### config.mk
export PLATFORM = sky130hd
export DESIGN_NAME = ram_port_controller
export DESIGN_NICKNAME = d
export VERILOG_FILES = /design/src/rtl/ram_port_controller.sv
export SDC_FILE = /design/constraint.sdc
export NUM_CORES = 1
export LEC_CHECK = 0
export ABC_AREA = 1
export CAP_MARGIN = 20
export CORE_UTILIZATION = 46
export DETAILED_ROUTE_END_ITERATION = 10
export PLACE_DENSITY_LB_ADDON = 0.25
export SLEW_MARGIN = 20
export SYNTH_ARGS = -nofsm -noshare
export SYNTH_HDL_FRONTEND = slang
export SYNTH_SLANG_ARGS = --single-unit
### constraint.sdc
create_clock -name clock -period 2.5 [get_ports clock]
set_input_delay 0.5 -clock clock [delete_from_list [all_inputs] [get_ports clock]]
set_output_delay 0.5 -clock clock [all_outputs]
set_load 0.005 [all_outputs]
### src/rtl/ram_port_controller.sv
// Initiator-side controller for the single-port ram_32x16: serialises read, write and fill
// requests onto the RAM pins and returns one registered response per request.
module ram_port_controller #(
  parameter int ADDR_W = 5,
  parameter int DATA_W = 16
) (
  input  logic              clock,
  input  logic              reset,
  input  logic              req_valid,
  output logic              req_ready,
  input  logic [1:0]        req_op,
  input  logic [ADDR_W-1:0] req_addr,
  input  logic [DATA_W-1:0] req_wdata,
  input  logic [ADDR_W-1:0] req_len,
  output logic              rsp_valid,
  input  logic              rsp_ready,
  output logic [DATA_W-1:0] rsp_rdata,
  output logic              rsp_err,
  output logic              busy,
  output logic              ram_write_enable,
  output logic [ADDR_W-1:0] ram_address,
  output logic [DATA_W-1:0] ram_data_in,
  input  logic [DATA_W-1:0] ram_data_out
);

  localparam logic [1:0] OP_READ  = 2'b00;
  localparam logic [1:0] OP_WRITE = 2'b01;
  localparam logic [1:0] OP_FILL  = 2'b10;

  typedef enum logic [2:0] {
    IDLE,
    RD_ISSUE,
    RD_CAPTURE,
    WR,
    FILL,
    RESP
  } state_t;

  state_t            state;
  logic [ADDR_W-1:0] fill_remaining;

  assign req_ready = (state == IDLE);
  assign busy      = (state != IDLE);

  always_ff @(posedge clock) begin
    if (reset) begin
      state            <= IDLE;
      fill_remaining   <= '0;
      rsp_valid        <= 1'b0;
      rsp_rdata        <= '0;
      rsp_err          <= 1'b0;
      ram_write_enable <= 1'b0;
      ram_address      <= '0;
      ram_data_in      <= '0;
    end else begin
      case (state)
        IDLE: begin
          if (req_valid) begin
            case (req_op)
              OP_READ: begin
                ram_address <= req_addr;
                state       <= RD_ISSUE;
              end
              OP_WRITE: begin
                ram_write_enable <= 1'b1;
                ram_address      <= req_addr;
                ram_data_in      <= req_wdata;
                state            <= WR;
              end
              OP_FILL: begin
                ram_write_enable <= 1'b1;
                ram_address      <= req_addr;
                ram_data_in      <= req_wdata;
                fill_remaining   <= req_len;
                state            <= FILL;
              end
              default: begin
                rsp_valid <= 1'b1;
                rsp_err   <= 1'b1;
                state     <= RESP;
              end
            endcase
          end
        end
        // RAM registers the address at the end of RD_ISSUE; its output is valid during RD_CAPTURE.
        RD_ISSUE: state <= RD_CAPTURE;
        RD_CAPTURE: begin
          rsp_rdata <= ram_data_out;
          rsp_valid <= 1'b1;
          state     <= RESP;
        end
        WR: begin
          ram_write_enable <= 1'b0;
          rsp_valid        <= 1'b1;
          state            <= RESP;
        end
        FILL: begin
          if (fill_remaining == '0) begin
            ram_write_enable <= 1'b0;
            rsp_valid        <= 1'b1;
            state            <= RESP;
          end else begin
            ram_address    <= ram_address + 1'b1;
            fill_remaining <= fill_remaining - 1'b1;
          end
        end
        RESP: begin
          if (rsp_ready) begin
            rsp_valid <= 1'b0;
            rsp_err   <= 1'b0;
            rsp_rdata <= '0;
            state     <= IDLE;
          end
        end
        default: state <= IDLE;
      endcase
    end
  end

endmodule
### Word level (Yosys, flattened, before mapping)

Index checks and enable logic that the tools add are counted.
Widths: inputs -> output; s select.

| operators by class | value |
|---|---|
| $add $sub $neg | 2 |
| equal/unequal tests | 15 |
| muxes and demuxes | 25 |
| reductions and logical operators | 20 |

Operators by type and width:

| operator | count |
|---|---|
| $pmux 16 s2 | 1 |
| $mux 5 | 6 |
| $pmux 5 s2 | 2 |
| $mux 16 | 1 |
| $reduce_and 4->1 | 4 |
| $pmux 3 s5 | 1 |
| $ne 2x2->1 const B | 7 |
| $mux 3 | 3 |
| $pmux 3 s3 | 1 |
| $mux 1 | 7 |
| $eq 3x2->1 const B | 2 |
| $eq 3x3->1 const B | 2 |
| $reduce_and 3->1 | 2 |
| $reduce_bool 2->1 | 3 |
| $reduce_bool 3->1 | 2 |
| $add 5x1->5 const B | 1 |
| $logic_not 5->1 | 1 |
| $reduce_and 5->1 | 1 |
| $sub 5x1->5 const B | 1 |
| $pmux 1 s4 | 1 |
| $reduce_bool 4->1 | 1 |
| $reduce_or 2->1 | 2 |
| $eq 3x1->1 const B | 1 |
| $logic_not 3->1 | 1 |
| 8 further kinds | 8 |

| storage, ports and cells | value |
|---|---|
| bits in registers | 48 |
| input port bits | 48 |
| output and inout bits | 42 |
| logic and storage cells | 70 |

### Depth between registers and ports, before layout

Gate-level depths: netlist of the first run.

| logic depth | value |
|---|---|
| depth after elaboration | 5 |
| depth in mapped cells | 9 |
| mapped depth without buffers | 8 |

### Worst setup path before layout of the first run

Ideal clock, no wire load.

| path | value |
|---|---|
| path kind | input -> register |
| start point | in req_op[0] |
| end point | reg ram_data_in[0] |
| library setup time | 116 ps |
| data arrival time | 1405 ps |
| data required time | 2384 ps |
| slack | 979 ps |
| stages on the path | 7 |
| buffers on the path | 1 |
| cell sequence | inv_1 > ha_1 > nor2_1 > nand2_2 > clkbuf_2 > o21ai_0 > nor2_1 |

| between the ends | value |
|---|---|
| longest elaborated chain between the ends | 3 |
| elaborated cells between the ends (all ways) | 4 |
| classes of those cells | 2 x eq/ne; 2 x reduce/logical |

Ends and longest elaborated chain:

| element | line | RTL |
|---|---|---|
| from (decl) | 11 | `input logic [1:0] req_op,` |
| $eq 2x2->1 / $eq 2x1->1 (equally long branches) | 59 | `case (req_op)` |
| $reduce_or 2->1 (no source line) (*) | n/a |  |
| $reduce_and 3->1 (no source line) (*) | n/a |  |
| to (signal assigned) | 67 | `ram_data_in <= req_wdata;` |
| to (signal assigned) | 73 | `ram_data_in <= req_wdata;` |
| to (decl) | 22 | `output logic [DATA_W-1:0] ram_data_in,` |

Mark *: on every way between the ends. The rest lies on a longest branch, timed or not.
A chain may end at the register's enable or synchronous reset.

### Final worst setup path of the first run

| path | value |
|---|---|
| start point | reg state[2] |
| end point | out busy |

| between the ends | value |
|---|---|
| longest elaborated chain between the ends | 1 |

Ends and longest elaborated chain:

| element | line | RTL |
|---|---|---|
| from (decl) | 39 | `state_t state;` |
| from (signal assigned) | 47 | `state <= IDLE;` |
| from (signal assigned) | 62 | `state <= RD_ISSUE;` |
| from (signal assigned) | 68 | `state <= WR;` |
| $reduce_bool 3->1 | 43 | `assign busy = (state != IDLE);` |
| to (decl) | 19 | `output logic busy,` |

Every way passes these cells.

==> reports/metrics.yaml, run 1 <==
finish:
  final_cell_mix: "sky130_fd_sc_hd__clkdlybuf4s50_1 (89), sky130_fd_sc_hd__nor2_1 (65), sky130_fd_sc_hd__nand2_1 (60)"
  final_nets: 452
  post_layout_nonfiller_instances: 453
  n_fill_cell: 407
  final_layout_size_suffix_gt1_frac: 0.1178
  multiInputGateArea_um2: 1115
  post-route-cell-area_um2: 3284
  final_core_utilization: 0.7000
  regArea_um2: 960.9
  final_common_cell: "sky130_fd_sc_hd__clkdlybuf4s50_1"
  num_antenna_cells: 0
  area_growth_syn_to_layout_pct: 46.73
power:
  p_leak_nw: 1.336
  design_power_total_mw: 3.212
  worst_ir_drop_vdd_v: 0.0006175
  power_density_relative_to_cell_area_nw_per_um2: 978.0
clocking:
  cts_buffer_count: 5
  count_of_instances_resized_after_the_clock_tree_is_built: 0
  post_cts_repair_setup_buffers: 0
  tritoncts_num_sinks: 48
  cts_buffer_depth: 2
  cts.reportedPaths.clkPinSlew_ps: 90
  clock_tree_from_tritoncts: "built"
  clk_latency_ps: 310
  cts.hold.buffers_added: 0
  ctsRootBufferMaster: "sky130_fd_sc_hd__clkbuf_8"
  ctsHtreeMaxLevel: 2
place:
  numPlacedInstances: 445
  place_worst_setup_slack_ps: 184.5
  gpl.final_weighted_congestion: 0.8268
  standard_cell_area_after_detailed_placement_um2: 3147
  dpl.hpwl_um: 3934
  io_buffers: 89
sta:
  setup_viol_count_final: 0
  timing.slew.headroom: 0.5365
  fin_crit_ps: 2143
  final.hold.worst_slack_ps: 451.5
  clock_skew_ps: 10.11
  timing.final.hold_violations: 0
  grt_setup_unrepaired: "no"
  setup_tns_ps: 0
  final_critical_path_setup_slack_ps: 356.6
  tightestPinTransition_ps: 694.5
  max_clock_freq_mhz: 466.5
  count_of_final_max_slew_check_failures: 0
  period_share: 0.8574
worst_setup_path:
  r2r-start: "state[2]$_SDFFE_PP0P_"
  startpoint: "state[2]$_SDFFE_PP0P_"
  worstSetupStartpointType: "register"
  critPathArrivalTime_ps: 1640
  req_time_crit_path_ps: 2000
  critical_path.max_fanout: 7
  critical_path.reg2reg.endpoint: "ram_address[4]$_SDFFE_PP0P_"
  r2r_setup_slack_ps: 980
  r2r_cells: 7
  critPathCaptureType: "primary output"
  timing.setup.critical_path_class: "register to primary output"
  endpoint_of_the_most_critical_setup_path: "busy"
logic_synthesis:
  yosys_most_used_dff: "sky130_fd_sc_hd__dfxtp_1"
  synth_async_sr_flop_share: 0
  mappedNetlistArea_um2: 2238
  postSynthAreaPerCell_um2: 7.221
  synth_sequential_area_ratio: 0.4293
  instance_count_of_the_mapped_netlist: 310
  synth_edf_count: 0
  yosysUniqueCellTypes: 29
  ys_warn_count: 0
  synth_seq_cells: 48
  synth_net_count: 364
route:
  detail_route.drc_violations: 0
  drt-wirelength-per-cell_um: 11.75
  vias_per_cell: 5.000
  top_signal_layer_used: "met4"
  drtPass1Iterations: 4
  dr_wl_met3_um: 402
  detail_route.iter0.violations: 91
  antenna_violating_nets_post_route: 0
  met2WireLength_um: 2499
  routed-via-count: 2265
  drt-total-wl_um: 5323
  detail_route.wirelength.met1_um: 2348
global_routing:
  gr-total-overflow: 0
  grt_pass1_vias: 1959
  pin_count_of_the_biggest_net_entering_global_routing: 27
  antenna_found_initial: 0
  grt_pass1_wl_um: 8542
  track_usage: 0.2109
run:
  drv.max_cap_violation_count: 0
floorplan:
  die_w_um: 71.76
  rows: 25
  core_um2: 4692
  die_area_um2: 5149
  ioPinCount: 90
  initial_utilization: 0.4771
  die_span_in_y_um: 71.76
run_status:
  run_status: "complete, no violations"
min_path:
  timing.hold.worst.class: "register to register"
synthesized netlist by cell type, types with 2 or more instances:
cell type,n,area (um2)
sky130_fd_sc_hd__nor2_1,65,244.0
sky130_fd_sc_hd__inv_2,6,22.52
sky130_fd_sc_hd__nand2_1,60,225.2
sky130_fd_sc_hd__o21ai_1,4,20.02
sky130_fd_sc_hd__o211ai_1,2,15.01
sky130_fd_sc_hd__buf_2,2,10.01
sky130_fd_sc_hd__dfxtp_1,48,960.9
sky130_fd_sc_hd__ha_1,6,75.07
sky130_fd_sc_hd__nand4_1,2,12.51
sky130_fd_sc_hd__nand3_1,9,45.04
sky130_fd_sc_hd__nor2_4,2,22.52
sky130_fd_sc_hd__a21oi_1,15,75.07
sky130_fd_sc_hd__nand2_2,16,100.1
sky130_fd_sc_hd__nor3_1,2,10.01
sky130_fd_sc_hd__inv_1,18,67.56
sky130_fd_sc_hd__clkbuf_1,3,11.26
sky130_fd_sc_hd__a21oi_2,11,96.34
sky130_fd_sc_hd__o21ai_0,28,140.1
worst min path at each step:
stage	from	end	slack, ps	depth (start not counted)
detailed placement	rsp_valid$_SDFFE_PP0P_	rsp_valid$_SDFFE_PP0P_	440	2
global placement	ram_write_enable$_SDFFE_PP0P_	ram_write_enable$_SDFFE_PP0P_	430	2
floorplan	ram_write_enable$_SDFFE_PP0P_	ram_write_enable$_SDFFE_PP0P_	440	2
CTS	rsp_valid$_SDFFE_PP0P_	rsp_valid$_SDFFE_PP0P_	460	2
global route	rsp_valid$_SDFFE_PP0P_	rsp_valid$_SDFFE_PP0P_	480	2
finish	rsp_valid$_SDFFE_PP0P_	rsp_valid$_SDFFE_PP0P_	450	2
flip-flops by register name, indices dropped and copies added, names as in the netlist:
register and flops:
state 3, ram_write_enable 1, rsp_err 1, rsp_rdata 16
ram_data_in 16, ram_address 5, fill_remaining 5, rsp_valid 1
worst max-delay path, stage by stage (launching register included):
cell and delay (ps):
sky130_fd_sc_hd__dfxtp_1 540, sky130_fd_sc_hd__inv_4 110, sky130_fd_sc_hd__nand2_1 160, sky130_fd_sc_hd__clkdlybuf4s50_1 530
report_power, final:
group / switching [mW] / total [mW] / internal (mW)
Sequential: 0.164 / 1.13 / 0.969
Clock: 0.271 / 0.673 / 0.403
Combinational: 0.730 / 1.41 / 0.675
logic make-up after synthesis:
| logic type | count (synthesis) | share of synthesized area |
|---|---|---|
| AO/OA/AOI/OAI | 61 | 0.1576 |
| AND/OR/NAND/NOR | 158 | 0.3030 |
| flip-flops | 48 | 0.4293 |
| adder cells (fa/ha/maj) | 6 | 0.03354 |
| XOR/XNOR | 1 | 0.003914 |
| buffers and inverters | 36 | 0.07266 |
layout make-up:
class | instances | share of cell area
clock buffer | 5 | 0.02095
clock inverter | 3 | 0.02095
inverter | 27 | 0.03200
multi-input combinational | 226 | 0.3394
sequential | 48 | 0.2926
tap | 54 | 0.02057
timing repair buffer | 90 | 0.2735
metal layers:
layer / up-vias / global-route usage
met2: 80 / 0.3669
li1: 1158 / -
met3: 8 / 0.06329
met5: - / 0
met1: 1019 / 0.2493
met4: 0 / 0.06536
(Power assumes the default switching activity.)
==> run 2: changes to the inputs <==
--- a/config.mk
+++ b/config.mk
@@ -10,6 +10,7 @@
 export CORE_UTILIZATION = 46
 export DETAILED_ROUTE_END_ITERATION = 10
 export PLACE_DENSITY_LB_ADDON = 0.25
+export SKIP_LAST_GASP = 1
 export SLEW_MARGIN = 20
 export SYNTH_ARGS = -nofsm -noshare
 export SYNTH_HDL_FRONTEND = slang
==> results of run 2 <==
Final layout, timing and power as in run 1 (identical DEF).
==> run 3: changes to the inputs <==
==> constraint.sdc (replaced) <==
create_clock -name clock -period 2.5 [get_ports clock]
set_input_delay 0.5 -clock clock [delete_from_list [all_inputs] [get_ports clock]]
set_output_delay 0.5 -clock clock [all_outputs]
set_load 0.1 [all_outputs]
==> run 3 against run 2 <==
Effect of this change: combinational power is 83% higher; setup slack improved by 160 ps; design area decreased by 4.9%; clock power decreased by 36%; hold slack got worse by 2.4 ps; via count shrank 2.7%; global-route usage decreased by 1.1 points; die area stayed put; sequential share of layout area is 1.5 points higher; core utilization shrank 3.4 points; flip-flop and latch count unchanged; maximum frequency grew 8.2%; highest routed layer unchanged.
==> reports/metrics.yaml, run 3 (synthesis gave the netlist of run 1 again) <==
run_status:
  run_status: "complete, no violations"
global_routing:
  grt_pass1_vias: 1931
  gr-total-overflow: 0
  track_usage: 0.1997
  pin_count_of_the_biggest_net_entering_global_routing: 27
  antenna_found_initial: 0
  grt_pass1_wl_um: 8280
sta:
  fin_crit_ps: 1980
  timing.final.hold_violations: 0
  clock_skew_ps: 4.809
  setup_tns_ps: 0
  final_critical_path_setup_slack_ps: 519.6
  grt_setup_unrepaired: "no"
  count_of_final_max_slew_check_failures: 0
  period_share: 0.7922
  tightestPinTransition_ps: 685.2
  timing.slew.headroom: 0.5427
  max_clock_freq_mhz: 504.9
  setup_viol_count_final: 0
clocking:
  cts.reportedPaths.clkPinSlew_ps: 90
  tritoncts_num_sinks: 48
  clock_tree_from_tritoncts: "built"
  cts.hold.buffers_added: 0
  post_cts_repair_setup_buffers: 0
  cts_buffer_depth: 2
  clk_latency_ps: 290
  ctsHtreeMaxLevel: 2
  cts_buffer_count: 5
  count_of_instances_resized_after_the_clock_tree_is_built: 0
  ctsRootBufferMaster: "sky130_fd_sc_hd__clkbuf_8"
floorplan:
  initial_utilization: 0.4771
  die_w_um: 71.76
  core_um2: 4692
  ioPinCount: 90
  die_area_um2: 5149
  rows: 25
  die_span_in_y_um: 71.76
route:
  antenna_violating_nets_post_route: 0
  routed-via-count: 2203
  drtPass1Iterations: 4
  detail_route.drc_violations: 0
  vias_per_cell: 4.874
  drt-total-wl_um: 5089
  drt-wirelength-per-cell_um: 11.26
  detail_route.iter0.violations: 112
power:
  internal_power_mw: 1.772
  power_density_relative_to_cell_area_nw_per_um2: 1329
  worst_ir_drop_vdd_v: 0.0005370
  clkPwrFrac: 0.104
  p_leak_nw: 1.384
  power_switching_share: 0.5731
  power_frac_comb: 0.622
  p_sw_mw: 2.378
  p_seq_frac: 0.273
worst_setup_path:
  req_time_crit_path_ps: 2730
  startpoint: "req_op[0]"
  r2r_cells: 7
  critPathArrivalTime_ps: 2210
  slowest_delay_ps: 500
  endpoint_of_the_most_critical_setup_path: "ram_data_in[11]$_SDFFE_PP0P_"
  r2r_setup_slack_ps: 980
  path_common_cell: "sky130_fd_sc_hd__nor2_1"
  path_cells: "clkdlybuf4s50_1, inv_1, ha_1, nor2_1, nand2_2, inv_2, nor2_1, nor2_1"
  worstSetupStartpointType: "input pin"
  timing.setup.critical_path_class: "input pin to register"
  critical_path.max_fanout: 17
  cell_with_the_largest_stage_delay_on_the_worst_path: "sky130_fd_sc_hd__clkdlybuf4s50_1"
  critical_path.reg2reg.endpoint: "ram_address[1]$_SDFFE_PP0P_"
  r2r-start: "state[2]$_SDFFE_PP0P_"
  critPathCaptureType: "register"
finish:
  area_growth_syn_to_layout_pct: 39.52
  final_core_utilization: 0.6656
  layout_top_registers: "ram_data_in: 16 flops, rsp_rdata: 16 flops"
  final_nets: 452
  final_layout_size_suffix_gt1_frac: 0.2211
  final_common_cell: "sky130_fd_sc_hd__nor2_1"
  num_antenna_cells: 0
  final_cell_mix: "sky130_fd_sc_hd__nor2_1 (65), sky130_fd_sc_hd__nand2_1 (60), sky130_fd_sc_hd__dfxtp_1 (48)"
  n_fill_cell: 421
place:
  place_worst_setup_slack_ps: 195.9
  dpl.hpwl_um: 3824
  io_buffers: 89
  gpl.final_weighted_congestion: 0.8036
min_path:
  timing.hold.worst.class: "register to register"
run:
  drv.max_cap_violation_count: 0
==> run 3: changes by cell type in the layout (fill, tap and decap cells not counted), sizes merged <==
cell	change
buf	+42
bufinv	-2
clkdlybuf4s50	-42
clkinv	+1
clkinvlp	+1
inv	-1
==> run 3: worst max-delay path, delay by kind of cell <==
kind                       cells  cell delay [ps]
and+or+nand+nor                4              540
adders and majority gates      1              310
buffers and inverters          3              840
==> run 3: through the flow <==
| stage | instance area [um2] | power, mW | cells | hold WS, ps |
|---|---|---|---|---|
| 2_1_floorplan | 2238 | 3.234 | 310 | 469.9 |
| 3_3_place_gp | 3042 | 3.703 | 445 | 435.0 |
| 3_5_place_dp | 3042 | 3.742 | 445 | 439.4 |
| 4_1_cts | 3123 | 4.184 | 452 | 451.9 |
| 5_1_grt | 3123 | 4.408 | 452 | 475.9 |
| 6_report | 3123 | 4.150 | 452 | 449.1 |
==> run 3: worst min-delay path by stage <==
stage | from | endpoint | cells past startpoint
final | ram_write_enable$_SDFFE_PP0P_ | ram_write_enable$_SDFFE_PP0P_ | 2
after global routing | rsp_valid$_SDFFE_PP0P_ | rsp_valid$_SDFFE_PP0P_ | 2
after CTS | ram_write_enable$_SDFFE_PP0P_ | ram_write_enable$_SDFFE_PP0P_ | 2
after detailed placement | ram_write_enable$_SDFFE_PP0P_ | ram_write_enable$_SDFFE_PP0P_ | 2
after global placement | ram_write_enable$_SDFFE_PP0P_ | ram_write_enable$_SDFFE_PP0P_ | 2
after floorplan | fill_remaining[0]$_SDFFE_PP0P_ | fill_remaining[0]$_SDFFE_PP0P_ | 2
==> run 3: cell type report <==
type,count,area [um2],area share
multi-input cells,226,1115,0.3570
flip-flops and latches,48,960.9,0.3077
repair buffers,90,793.3,0.2540
inverters,27,105.1,0.03365
clock buffers,5,68.82,0.02204
well taps,54,67.56,0.02163
clock inverters,2,12.51,0.004006
==> run 3: routing by layer <==
metal / part of all wire / vias to the layer above / GRT usage
met5: 0 / - / 0
li1: - / 1161 / -
met1: 0.45 / 967 / 0.2357
met2: 0.47 / 70 / 0.3553
met3: 0.072 / 5 / 0.06048
met4: 0.0071 / 0 / 0.04575
==> run 3: power groups by stage <==
stage	logic, mW	registers (mW)	clock network (mW)
2_1_floorplan	1.02	2.21	0
3_3_place_gp	2.56	1.15	0
3_5_place_dp	2.59	1.15	0
4_1_cts	2.60	1.13	0.452
5_1_grt	2.76	1.17	0.483
6_report	2.58	1.13	0.433
